<file path="config.mk">
export PLATFORM = sky130hd
export DESIGN_NAME = apb_mux_tmo
export DESIGN_NICKNAME = d
export VERILOG_FILES = /design/src/rtl/apb_mux_pkg.sv /design/src/rtl/apb_mux_dec.sv /design/src/rtl/apb_mux_tmo.sv
export SDC_FILE = /design/constraint.sdc
export NUM_CORES = 1
export LEC_CHECK = 0
export ABC_AREA = 1
export CORE_AREA = 2 2 179 181
export DETAILED_ROUTE_END_ITERATION = 12
export DIE_AREA = 0 0 181 183
export PLACE_DENSITY_LB_ADDON = 0.1
export SKIP_LAST_GASP = 1
export SLEW_MARGIN = 25
export SYNTH_ARGS = -nofsm -noshare
export SYNTH_HDL_FRONTEND = slang
export SYNTH_SLANG_ARGS = --single-unit
export TNS_END_PERCENT = 5
</file>
<file path="constraint.sdc">
create_clock -name PCLK -period 5.4 [get_ports PCLK]
set_clock_uncertainty 0.2 [all_clocks]
set_input_delay 1.08 -clock PCLK [delete_from_list [all_inputs] [get_ports PCLK]]
set_output_delay 1.08 -clock PCLK [all_outputs]
set_load 0.03 [all_outputs]
</file>
<file path="src/rtl/apb_mux_pkg.sv">
// Shared types and helpers for the APB slave multiplexer.
package apb_mux_pkg;

    typedef enum logic [1:0] {
        IDLE   = 2'd0,
        ACCESS = 2'd1,
        ERR    = 2'd2
    } state_t;

    // Width of a slave index; a single slave still needs one bit.
    function automatic int sel_width(input int n);
        return (n > 1) ? $clog2(n) : 1;
    endfunction

endpackage

</file>
<file path="src/rtl/apb_mux_dec.sv">
// Address decoder: per-slave masked compare plus lowest-index priority encoder.
module apb_mux_dec
    import apb_mux_pkg::*;
#(
    parameter int PADDR_SIZE = 8,
    parameter int SLAVES     = 8,
    parameter int SW         = sel_width(SLAVES)
) (
    input  logic [PADDR_SIZE-1:0]             paddr,
    input  logic [SLAVES-1:0][PADDR_SIZE-1:0] slv_addr,
    input  logic [SLAVES-1:0][PADDR_SIZE-1:0] slv_mask,
    output logic [SW-1:0]                     win,
    output logic                              hit
);

    logic [SLAVES-1:0] hits;

    genvar s;
    generate
        for (s = 0; s < SLAVES; s++) begin : g_cmp
            assign hits[s] = (paddr & slv_mask[s]) == (slv_addr[s] & slv_mask[s]);
        end
    endgenerate

    // Scan from the top down so the lowest matching index is the last written.
    always_comb begin
        hit = 1'b0;
        win = '0;
        for (int i = SLAVES - 1; i >= 0; i--) begin
            if (hits[i]) begin
                hit = 1'b1;
                win = SW'(i);
            end
        end
    end

endmodule

</file>
<file path="src/rtl/apb_mux_tmo.sv">
// APB4 slave multiplexer with latched slave select, unmapped-address error
// response and an optional access-phase watchdog (enable with APB_MUX_TIMEOUT_EN).
module apb_mux_tmo
    import apb_mux_pkg::*;
#(
    parameter int PADDR_SIZE = 8,
    parameter int PDATA_SIZE = 32,
    parameter int SLAVES     = 8,
    parameter int TIMEOUT    = 255
) (
    input  logic                              PCLK,
    input  logic                              PRESET,
    input  logic                              MST_PSEL,
    input  logic                              MST_PENABLE,
    input  logic [PADDR_SIZE-1:0]             MST_PADDR,
    output logic [PDATA_SIZE-1:0]             MST_PRDATA,
    output logic                              MST_PREADY,
    output logic                              MST_PSLVERR,
    input  logic [SLAVES-1:0][PADDR_SIZE-1:0] slv_addr,
    input  logic [SLAVES-1:0][PADDR_SIZE-1:0] slv_mask,
    output logic [SLAVES-1:0]                 SLV_PSEL,
    input  logic [SLAVES-1:0][PDATA_SIZE-1:0] SLV_PRDATA,
    input  logic [SLAVES-1:0]                 SLV_PREADY,
    input  logic [SLAVES-1:0]                 SLV_PSLVERR
);

    localparam int SW = sel_width(SLAVES);

    state_t          state;
    logic [SW-1:0]   sel_idx;
    logic [SW-1:0]   win;
    logic            hit;
    logic            setup;
    logic            tmo_hit;

    apb_mux_dec #(
        .PADDR_SIZE (PADDR_SIZE),
        .SLAVES     (SLAVES),
        .SW         (SW)
    ) u_dec (
        .paddr    (MST_PADDR),
        .slv_addr (slv_addr),
        .slv_mask (slv_mask),
        .win      (win),
        .hit      (hit)
    );

    assign setup = MST_PSEL & ~MST_PENABLE;

`ifdef APB_MUX_TIMEOUT_EN
    localparam int CW = $clog2(TIMEOUT + 1);
    logic [CW-1:0] cnt;
    // Watchdog fires only while the latched slave still holds off ready.
    assign tmo_hit = (cnt == CW'(TIMEOUT)) & ~SLV_PREADY[sel_idx];
`else
    assign tmo_hit = 1'b0;
`endif

    // FSM: latch the winner at setup, leave ACCESS on completion, abort or timeout.
    always_ff @(posedge PCLK) begin
        if (PRESET) begin
            state   <= IDLE;
            sel_idx <= '0;
`ifdef APB_MUX_TIMEOUT_EN
            cnt     <= '0;
`endif
        end else begin
            case (state)
                IDLE: begin
                    if (setup) begin
                        sel_idx <= win;
                        state   <= hit ? ACCESS : ERR;
`ifdef APB_MUX_TIMEOUT_EN
                        cnt     <= '0;
`endif
                    end
                end
                ACCESS: begin
                    if (!MST_PSEL) begin
                        state <= IDLE;
                    end else if (MST_PENABLE) begin
                        if (SLV_PREADY[sel_idx] || tmo_hit) begin
                            state <= IDLE;
                        end
`ifdef APB_MUX_TIMEOUT_EN
                        else begin
                            cnt <= cnt + 1'b1;
                        end
`endif
                    end
                end
                ERR: begin
                    if (!MST_PSEL || MST_PENABLE) state <= IDLE;
                end
                default: state <= IDLE;
            endcase
        end
    end

    // Response steering: zero added latency, so selects and returns are combinational.
    always_comb begin
        SLV_PSEL    = '0;
        MST_PRDATA  = '0;
        MST_PREADY  = 1'b0;
        MST_PSLVERR = 1'b0;
        case (state)
            IDLE: begin
                if (setup && hit) SLV_PSEL[win] = 1'b1;
            end
            ACCESS: begin
                // A master abort drops the slave select in the same cycle.
                if (MST_PSEL) begin
                    SLV_PSEL[sel_idx] = 1'b1;
                    if (MST_PENABLE) begin
                        if (tmo_hit) begin
                            MST_PREADY  = 1'b1;
                            MST_PSLVERR = 1'b1;
                        end else begin
                            MST_PRDATA  = SLV_PRDATA[sel_idx];
                            MST_PREADY  = SLV_PREADY[sel_idx];
                            MST_PSLVERR = SLV_PSLVERR[sel_idx];
                        end
                    end
                end
            end
            ERR: begin
                if (MST_PSEL && MST_PENABLE) begin
                    MST_PREADY  = 1'b1;
                    MST_PSLVERR = 1'b1;
                end
            end
            default: ;
        endcase
    end

endmodule
</file>
## After elaboration in Yosys (flattened, before gate mapping)

Index checks and enable logic that the tools add are counted.

| word-level totals | value |
|---|---|
| bits of input ports | 412 |
| output and inout bits | 42 |
| bits in registers | 5 |
| logic and storage cells | 93 |

| cells by class | value |
|---|---|
| muxes and demuxes | 46 |
| equality and inequality tests | 14 |
| reductions and logical operators | 9 |
| bitwise operators | 18 |
| $lt $le $gt $ge | 4 |

Operator list:

| operator | count |
|---|---|
| 8-bit bitwise AND | 16 |
| 32-bit two-way mux | 4 |
| 32-bit binary-select mux with 3-bit select | 1 |
| 8-bit == test | 8 |
| 3-bit two-way mux | 8 |
| 1-bit two-way mux | 17 |
| 8-bit two-way mux | 2 |
| 8-bit case mux with 2 select lines | 1 |
| 2-bit two-way mux | 6 |
| 3-bit by 4-bit less-than comparator with 1-bit output, second input constant | 2 |
| 1-bit binary-select mux with 3-bit select | 2 |
| 1-bit demux with 3-bit select | 2 |
| 3-bit by 1-bit >= comparator with 1-bit output, second input constant | 2 |
| 3-bit != test, second input constant | 2 |
| 2-bit case mux with 3 select lines | 1 |
| 1-bit logical AND | 4 |
| 2-bit != test, second input constant | 2 |
| 1-bit case mux with 2 select lines | 2 |
| 4-bit AND reduction | 1 |
| 2-bit by 1-bit == test with 1-bit output, second input constant | 1 |
| 2-bit == test, second input constant | 1 |
| 2-bit logical NOT | 1 |
| 2-bit AND reduction | 1 |
| 1-bit bitwise AND | 1 |
| 3 further kinds | 3 |

## Longest topological paths before layout

Gate-level depths: netlist of the first run.

| logic depth | value |
|---|---|
| depth in word-level cells | 16 |
| depth in mapped cells | 16 |
| mapped depth without buffers | 15 |

## Hierarchy

Synthesis of the first run repeated with hierarchy kept, for this count alone.

| second synthesis, totals | value |
|---|---|
| cells, all modules | 733 |
| area, all modules | 3612.2 um^2 |

By module, submodules not included:

| module | times used | cells each | sequential area each (um^2) | area an instance (um^2) |
|---|---|---|---|---|
| apb_mux_tmo | 1 | 475 | 100.1 | 2329.7 |
| apb_mux_dec | 1 | 258 | 0.0 | 1282.5 |

## Least setup slack after synthesis of the first run

OpenSTA, ideal clock, no wires.

| timing path | value |
|---|---|
| path type | input to output |
| from | input MST_PADDR[7] |
| to | output SLV_PSEL[1] |
| setup slack | 1.420 ns |
| cell stages on the path | 15 |
| buffers on the path | 1 |
| data arrival time | 2.700 ns |
| required time | 4.120 ns |
| path through | buf_4 > inv_4 > nand3_1 > nand2_1 > nor2_1 > nand2_1 > nor2_1 > nand2_1 > nand2_1 > nand2_1 > nand2_1 > nand2_1 > nand2_1 > nand3_1 > o21ai_0 |

| between the ends | value |
|---|---|
| word-level cells in the longest chain between the ends | 16 |
| elaborated cells on any way between the ends | 40 |
| classes of those cells | order compare (2); eq/ne (8); mux (20); bitwise (8); reduce/logical (2) |

RTL lines:

| what | RTL line | source |
|---|---|---|
| start: declaration | apb_mux_tmo.sv:15 | `input logic [PADDR_SIZE-1:0] MST_PADDR,` |
| 8-bit bitwise AND | apb_mux_dec.sv:21 | `assign hits[s] = (paddr & slv_mask[s]) == (slv_addr[s] & slv_mask[s]);` |
| 8-bit == test | apb_mux_dec.sv:21 |  |
| 3-bit two-way mux (8 in series) | apb_mux_dec.sv:30 | `if (hits[i]) begin` |
| 3-bit by 4-bit less-than comparator with 1-bit output (not written as such) / 3-bit by 1-bit >= comparator with 1-bit output (equally long branches) | apb_mux_tmo.sv:108 | `if (setup && hit) SLV_PSEL[win] = 1'b1;` |
| 1-bit logical AND (not written as such) | apb_mux_tmo.sv:108 |  |
| 1-bit two-way mux (not written as such) | apb_mux_tmo.sv:108 |  |
| 1-bit demux with 3-bit select | apb_mux_tmo.sv:108 |  |
| 8-bit two-way mux * | apb_mux_tmo.sv:108 |  |
| 8-bit case mux with 2 select lines * | apb_mux_tmo.sv:106 | `case (state)` |
| end: declaration | apb_mux_tmo.sv:21 | `output logic [SLAVES-1:0] SLV_PSEL,` |

Mark *: on every way between the ends. The rest lies on a longest branch, timed or not.

## Final worst setup path of the first run

| timing path | value |
|---|---|
| from | input MST_PADDR[1] |
| to | output SLV_PSEL[6] |

The elaborated chain is that of the path after synthesis.

==> results of run 1 <==
[power breakdown]
group | internal (mW) | switching [mW] | leakage [nW] | total, mW
Sequential | 0.0420 | 0.00769 | 0.0414 | 0.0497
Combinational | 0.388 | 0.318 | 3.39 | 0.706
Clock | 0.0976 | 0.0216 | 0.0382 | 0.119
[registers in the layout (all words and copies together), names as in the netlist]
name,cells
state,2
sel_idx,3
[cells in the final DEF, fill, tap and decap left out, drive strengths merged, types with 2 or more instances in the layout]
cell type	count
clkbuf	4
nand2	97
dfxtp	5
nand3b	30
a211oi	2
nand3	50
nor2	298
diode	12
clkdlybuf4s50	453
ha	3
clkinv	4
a21oi	9
o21ai	160
inv	53
a41oi	31
buf	19
o22ai	11
nand4	14
or2	2
[synthesized netlist by cell type, types with 9 or more instances]
cell / instances
sky130_fd_sc_hd__nor2_1: 292
sky130_fd_sc_hd__nand3b_1: 30
sky130_fd_sc_hd__nand4_1: 14
sky130_fd_sc_hd__a21oi_1: 9
sky130_fd_sc_hd__a41oi_1: 31
sky130_fd_sc_hd__o22ai_1: 10
sky130_fd_sc_hd__clkbuf_1: 27
sky130_fd_sc_hd__buf_2: 13
sky130_fd_sc_hd__nand3_1: 49
sky130_fd_sc_hd__nand2_1: 89
sky130_fd_sc_hd__inv_1: 49
sky130_fd_sc_hd__o21ai_0: 148
[routing by layer]
layer	wire (um)	track usage, %
met5	0	0
met2	16100	33.1
met3	2510	4.77
met1	12500	19.9
met4	755	5.76
[how the worst max path moves through the flow]
stage	to	start	slack, ps	cells after the start
2_1_floorplan	SLV_PSEL[1]	MST_PADDR[7]	1420	15
3_3_place_gp	SLV_PSEL[7]	MST_PADDR[3]	190	16
3_5_place_dp	SLV_PSEL[7]	MST_PADDR[3]	250	16
4_1_cts	SLV_PSEL[7]	MST_PADDR[1]	240	14
5_1_grt	SLV_PSEL[5]	MST_PADDR[3]	2	16
6_report	SLV_PSEL[6]	MST_PADDR[1]	260	14
[worst reg2reg max path, cell delays in order, from the launching register on]
cell and delay [ps]:
sky130_fd_sc_hd__dfxtp_1 420, sky130_fd_sc_hd__nand2_2 510, sky130_fd_sc_hd__inv_1 310, sky130_fd_sc_hd__o21ai_0 150, sky130_fd_sc_hd__o22ai_1 260, sky130_fd_sc_hd__nor2_1 70, sky130_fd_sc_hd__nor2_1 130, sky130_fd_sc_hd__o211ai_1 100
sky130_fd_sc_hd__inv_1 80, sky130_fd_sc_hd__nand2_1 60, sky130_fd_sc_hd__a21oi_1 130
[area by class of cell]
class                   instances  share of cell area [%]
diodes                         12                   0.332
clock buffers                   4                   0.871
inverters                      57                    2.42
multi-input cells             714                    37.9
flip-flops and latches          5                    1.15
well taps                     402                    5.56
repair buffers                472                    51.8
[cells by family (layout without fill, tap and decap cells)]
logic type | count (synthesis) | after routing | share of synthesized area, %
AND/OR/NAND/NOR | 492 | 492 | 52.7
AO/OA/AOI/OAI | 218 | 218 | 31.9
buffers and inverters | 109 | 533 | 11.8
flip-flops | 5 | 5 | 2.50
adder cells (fa/ha/maj) | 3 | 3 | 0.938
XOR/XNOR | 1 | 1 | 0.219
other | 0 | 12 | 0
==> qor.log, run 1 <==
qor: outcome.outcome complete, no violations
qor: logic_synthesis.ys.flop_type sky130_fd_sc_hd__dfxtp_1
qor: setup_path.critical_path_required 4120 ps
qor: setup_path.end_kind output pin
qor: drt.detailroute.via_count 7169
qor: global_routing.grt_antenna_before_repair 12
qor: timing.final_critical_path_setup_slack 256 ps
qor: logic_synthesis.total_of_flip_flops_plus_latches_after_synthesis 5
qor: logic_synthesis.synth.top_cell.area_share 27.4%
qor: finish.regArea 104 sq um
qor: worst_hold_path.hold_start state[1]$_SDFFE_PP0P_
qor: drt.wl_per_cell 19.1 um
qor: setup_path.r2r_slack 2910 ps
qor: setup_path.worstPathArrival 3860 ps
qor: finish.multi_input_gate_area_in_the_final_layout 3430 sq um
qor: floorplanning.die_w 181 um
qor: floorplanning.initial_utilization 12.8%
qor: setup_path.worst_r2r_path_depth 10
qor: setup_path.regToRegStartpoint sel_idx[2]$_SDFFE_PP0P_
qor: setup_path.critPathLaunchType primary input
qor: setup_path.ff_to_ff_end state[1]$_SDFFE_PP0P_
qor: place.placement.cell_area 8940 sq um
qor: place.buffer_ports.inserted 453
qor: cts.cts_made_buffers 3
qor: timing.max_clock_freq 0.194 GHz
qor: floorplanning.placement_rows 65
qor: cts.tritoncts_num_sinks 5
qor: cts.clockRootBuffer sky130_fd_sc_hd__clkbuf_16
qor: floorplanning.die_y 183 um
qor: cts.cts_hold_buffers 0
qor: finish.area_growth_syn_to_layout 126%
qor: cts.cts.htree.levels 1
qor: setup_path.critPathSlowestCell sky130_fd_sc_hd__clkdlybuf4s50_1
qor: finish.finalInstanceArea 9050 sq um
qor: setup_path.worst_path_most_repeated_cell sky130_fd_sc_hd__nand2_1
qor: worst_hold_path.min_path_cells 2
qor: cts.worstSkewPairLatency 220 ps
qor: place.dp_hpwl 26500 um
qor: logic_synthesis.synth.avg_cell_area 4.83 sq um
qor: flow_run.timing.max_cap.violations 0
qor: setup_path.max_stage_delay_on_crit_path 780 ps
qor: setup_path.crit_buf_inv 4
qor: drt.average_vias_per_placed_instance 4.30
qor: timing.slew-limit-headroom 44.0%
qor: cts.cts_tree built
qor: global_routing.grt_overflow_total 0
qor: logic_synthesis.synth_cells 828
qor: place.detailedPlace.worstSlack 248 ps
qor: finish.fillerInstances 3540
qor: timing.tightest_slew 838 ps
qor: cts.cts_buffer_depth 2
qor: power.post-layout-total-power 0.875 mW
qor: power.irDropWorstVdd 126 uV
qor: cts.cts_setup_buffers 0
qor: place.gp_congestion 0.831
qor: timing.post-route-period-util 95.3%
qor: timing.setup_total_negative_slack 0 ps
qor: floorplanning.total_die_area 33100 sq um
qor: drt.drtAntennaViolNets 0
qor: drt.post-route-drc-count 0
qor: setup_path.path_delay_family buffers and inverters
qor: global_routing.grt_max_degree 125
qor: worst_hold_path.timing.hold.worst_endpoint state[1]$_SDFFE_PP0P_
qor: finish.post_route_cells_drive_above_1_share 4.07%
qor: logic_synthesis.ys_types 36
qor: drt.detail_route.wirelength 31800 um
qor: worst_hold_path.hp-class reg -> reg
qor: power.power.static_leakage 3.47 nW
qor: setup_path.critical_path_class in -> out
qor: logic_synthesis.synth_edf_count 0
qor: logic_synthesis.synthTopCellsByArea sky130_fd_sc_hd__nor2_1, sky130_fd_sc_hd__o21ai_0, sky130_fd_sc_hd__nand2_1
qor: finish.finish.net_count 1668
qor: timing.report.final.slew_viol_count 0
qor: logic_synthesis.post-synth-top-area-cell sky130_fd_sc_hd__nor2_1
qor: logic_synthesis.yosysSeqAreaShare 2.50%
qor: logic_synthesis.mappedNetlistNets 1243
qor: logic_synthesis.synth.yosys.warnings 0
qor: global_routing.grtUsageTotal 17.9%
qor: timing.final.hold.worst_slack 286 ps
qor: global_routing.first_global_vias 7122
qor: drt.number_of_optimization_iterations_in_the_first_detailed_route_pass 4
qor: cts.worst_setup_hold_path_clk_slew 30 ps
qor: finish.final_core_util 29.0%
qor: setup_path.worst-path-max-fanout 10
qor: timing.grt_setup_unrepaired false
qor: floorplanning.floorplan.io_pins 454
qor: timing.finalHoldViolCount 0
qor: finish.final_cells 1666
qor: timing.finalSetupViolations 0
qor: power.power_per_unit_of_standard_cell_area 96.7 nW/um^2
qor: timing.final_worst_path_period_need 5140 ps
qor: cts.cts.repair.resized 0
qor: logic_synthesis.ys_async_sr_fraction 0%
qor: drt.detail_route.iter0.violations 318
qor: setup_path.crit_path_cell_trace clkdlybuf4s50_1, inv_2, nand3_1, nand4_1, nor2_1, nand2_1, nand2_2, inv_1, nand2_1, nand2_2, nor2_2, nand2_1, o21ai_1, clkdlybuf4s50_1
qor: floorplanning.standard_cell_core_area 31200 sq um
qor: logic_synthesis.synthesis.area 4000 sq um
qor: global_routing.first_pass_grt_wire_length 44900 um
qor: place.post-place-cells 1650
Note: power is estimated with default switching activity, not from simulation.
==> inputs of run 2 (changes only) <==
Settings changed: SKIP_CTS_REPAIR_TIMING set to 1.
==> results of run 2 <==
Same layout as run 1: the final DEF is identical, and so are final timing and power.
==> inputs of run 3 (changes only) <==
Settings changed: CORE_AREA 2 2 179 181 to 2 2 175 177, DIE_AREA 0 0 181 183 to 0 0 177 179, HOLD_SLACK_MARGIN set to 0.12.
==> run 3 against run 2 <==
- sequential cell count did not move
- utilization rose by 1.1 points
- non-clock buffer count shrank 1
- first-iteration DRC count up 1.3%
- wire length fell by 0.47%
- maximum frequency increased by 0.40%
- largest power group unchanged
- clock power hardly changed
- critical path depth is the same
- final area down 0.22%
==> qor.log, run 3 (synthesized netlist as in run 1, its figures left out) <==
qor: outcome.outcome complete, no violations
qor: finish.registers_with_the_highest_flip_flop_counts sel_idx: 3 flops, state: 2 flops
qor: power.power_per_unit_of_standard_cell_area 96.9 nW/um^2 [+0.26%]
qor: cts.cts_made_buffers 3 [unchanged]
qor: finish.final_core_util 30.1% [+1.1 points]
qor: finish.post_route_cells_drive_above_1_share 4.00% [-0.077 points]
qor: setup_path.worst-path-max-fanout 10 [unchanged]
qor: place.detailedPlace.worstSlack 279 ps [+31.5 ps]
qor: cts.clockRootBuffer sky130_fd_sc_hd__clkbuf_16
qor: place.dp_hpwl 25900 um [-2.1%]
qor: floorplanning.placement_rows 64 [-1.5%]
qor: timing.setup_total_negative_slack 0 ps [unchanged]
qor: global_routing.first_global_vias 6830 [-4.1%]
qor: drt.drtAntennaViolNets 0 [unchanged]
qor: setup_path.critPathLaunchType primary input
qor: drt.detailroute.via_count 7143 [-0.36%]
qor: timing.max_clock_freq 0.195 GHz [+0.40%]
qor: drt.detail_route.iter0.violations 322 [+1.3%]
qor: global_routing.global_route.usage.met2 35.4% [+2.3 points]
qor: setup_path.r2r_slack 3110 ps [+200 ps]
qor: timing.finalHoldViolCount 0 [unchanged]
qor: place.placement.cell_area 8940 sq um [about the same]
qor: finish.top_register sel_idx
qor: floorplanning.floorplan.io_pins 454 [unchanged]
qor: cts.worst_setup_hold_path_clk_slew 30 ps [about the same]
qor: cts.worstSkewPairLatency 220 ps [about the same]
qor: finish.final_cell_mix sky130_fd_sc_hd__clkdlybuf4s50_1, sky130_fd_sc_hd__nor2_1, sky130_fd_sc_hd__o21ai_0
qor: timing.report.final.slew_viol_count 0 [unchanged]
qor: drt.detail_route.wirelength 31600 um [-0.47%]
qor: worst_hold_path.min_path_cells 2 [unchanged]
qor: finish.area_growth_syn_to_layout 126%
qor: setup_path.critical_path_required 4120 ps [about the same]
qor: global_routing.grt_overflow_total 0 [unchanged]
qor: global_routing.grt_use_met1 20.0% [+0.064 points]
qor: place.buffer_ports.inserted 453 [unchanged]
qor: setup_path.end_kind output pin
qor: timing.finalSetupViolations 0 [unchanged]
qor: drt.post-route-drc-count 0 [unchanged]
qor: cts.tritoncts_num_sinks 5 [unchanged]
qor: drt.average_vias_per_placed_instance 4.32 [+0.48%]
qor: finish.finish.net_count 1667 [-0.060%]
qor: global_routing.gr-max-usage-layer met2
qor: power.irDropWorstVdd 190 uV [+51%]
qor: place.gp_congestion 0.823 [-1.0%]
qor: timing.final_critical_path_setup_slack 276 ps [+20.3 ps]
qor: floorplanning.initial_utilization 13.3% [+0.51 points]
qor: cts.cts_buffer_depth 2 [unchanged]
qor: flow_run.timing.max_cap.violations 0 [unchanged]
qor: timing.final_worst_path_period_need 5120 ps [-20.3 ps]
qor: setup_path.critical_path_class in -> out
qor: timing.grt_setup_unrepaired false
qor: timing.slew-limit-headroom 47.4% [+3.5 points]
qor: floorplanning.standard_cell_core_area 30000 sq um [-3.8%]
qor: setup_path.worst_r2r_path_depth 10 [unchanged]
qor: setup_path.worstPathArrival 3840 ps [-20 ps]
qor: global_routing.grtUsageTotal 18.2% [+0.32 points]
qor: cts.cts_tree built
qor: finish.most_common_library_cell_in_the_layout_ignoring_fill_and_taps sky130_fd_sc_hd__clkdlybuf4s50_1
qor: worst_hold_path.hp-class reg -> reg
qor: power.power.static_leakage 3.48 nW [+0.31%]
qor: global_routing.use_met3 4.71% [-0.058 points]
qor: global_routing.grt_antenna_before_repair 5 [-7]
qor: finish.largest_register_ffs 3 [unchanged]
qor: floorplanning.die_y 179 um [-2.2%]
qor: floorplanning.die_w 177 um [-2.2%]
qor: floorplanning.total_die_area 31700 sq um [-4.3%]
qor: global_routing.grt_max_degree 136 [+8.8%]
qor: cts.cts.htree.levels 1 [unchanged]
qor: drt.wl_per_cell 19.2 um [+0.37%]
qor: drt.number_of_optimization_iterations_in_the_first_detailed_route_pass 5 [+1]
qor: global_routing.first_pass_grt_wire_length 43400 um [-3.3%]
qor: finish.finalInstanceArea 9030 sq um [-0.22%]
qor: timing.post-route-period-util 94.9% [-0.38 points]
qor: timing.tightest_slew 788 ps [-49.7 ps]
run 3: critical path: stages:
cell and delay, ps:
sky130_fd_sc_hd__clkdlybuf4s50_1 660, sky130_fd_sc_hd__buf_4 280, sky130_fd_sc_hd__o21ai_2 140, sky130_fd_sc_hd__o22ai_2 100, sky130_fd_sc_hd__nor2_2 220, sky130_fd_sc_hd__nand2_4 90
sky130_fd_sc_hd__nand2_2 100, sky130_fd_sc_hd__inv_1 70, sky130_fd_sc_hd__nand2_2 80, sky130_fd_sc_hd__inv_1 60, sky130_fd_sc_hd__nor2_2 90, sky130_fd_sc_hd__nand2_1 70
sky130_fd_sc_hd__o21ai_2 70, sky130_fd_sc_hd__clkdlybuf4s50_1 700
run 3: report_power, final:
part | switching (mW) | internal [mW] | total, mW
Combinational | 0.322 | 0.389 | 0.710
Clock | 0.0210 | 0.0975 | 0.119
Sequential | 0.00459 | 0.0420 | 0.0466
Total | 0.347 | 0.528 | 0.876
run 3: path summary, 6_finish.rpt:
| kind | from | end |
|---|---|---|
| worst max-delay path | MST_PADDR[0] | SLV_PSEL[5] |
| worst min-delay path | state[1]$_SDFFE_PP0P_ | state[1]$_SDFFE_PP0P_ |
| worst max register to register | sel_idx[2]$_SDFFE_PP0P_ | state[1]$_SDFFE_PP0P_ |
| worst min register to register | state[1]$_SDFFE_PP0P_ | state[1]$_SDFFE_PP0P_ |
run 3: layout make-up:
| cell class | count | area [sq um] |
|---|---|---|
| repair buffers | 471 | 4690 |
| inverters | 57 | 219 |
| clock buffers | 4 | 78.8 |
| multi-input cells | 714 | 3430 |
| fillers | 3331 | 21000 |
| flip-flops and latches | 5 | 104 |
| diodes | 5 | 12.5 |
| well taps | 396 | 495 |
run 3: per-stage QoR:
| stage | power, mW | hold WS [ps] | std cells |
|---|---|---|---|
| 6_report | 0.876 | 283 | 1652 |
| 4_1_cts | 0.886 | 290 | 1647 |
| 5_1_grt | 0.950 | 317 | 1650 |
| 3_3_place_gp | 0.761 | 281 | 1643 |
| 3_5_place_dp | 0.762 | 286 | 1643 |
| 2_1_floorplan | 0.332 | 254 | 828 |
run 3: metal layers:
metal / vias to the layer above / wire length, um / share of wire [%]
met4: 0 / 412 / 1.3
li1: 3651 / - / -
met3: 19 / 2730 / 8.6
met2: 281 / 16600 / 52
met5: - / 0 / 0
met1: 3192 / 11900 / 38
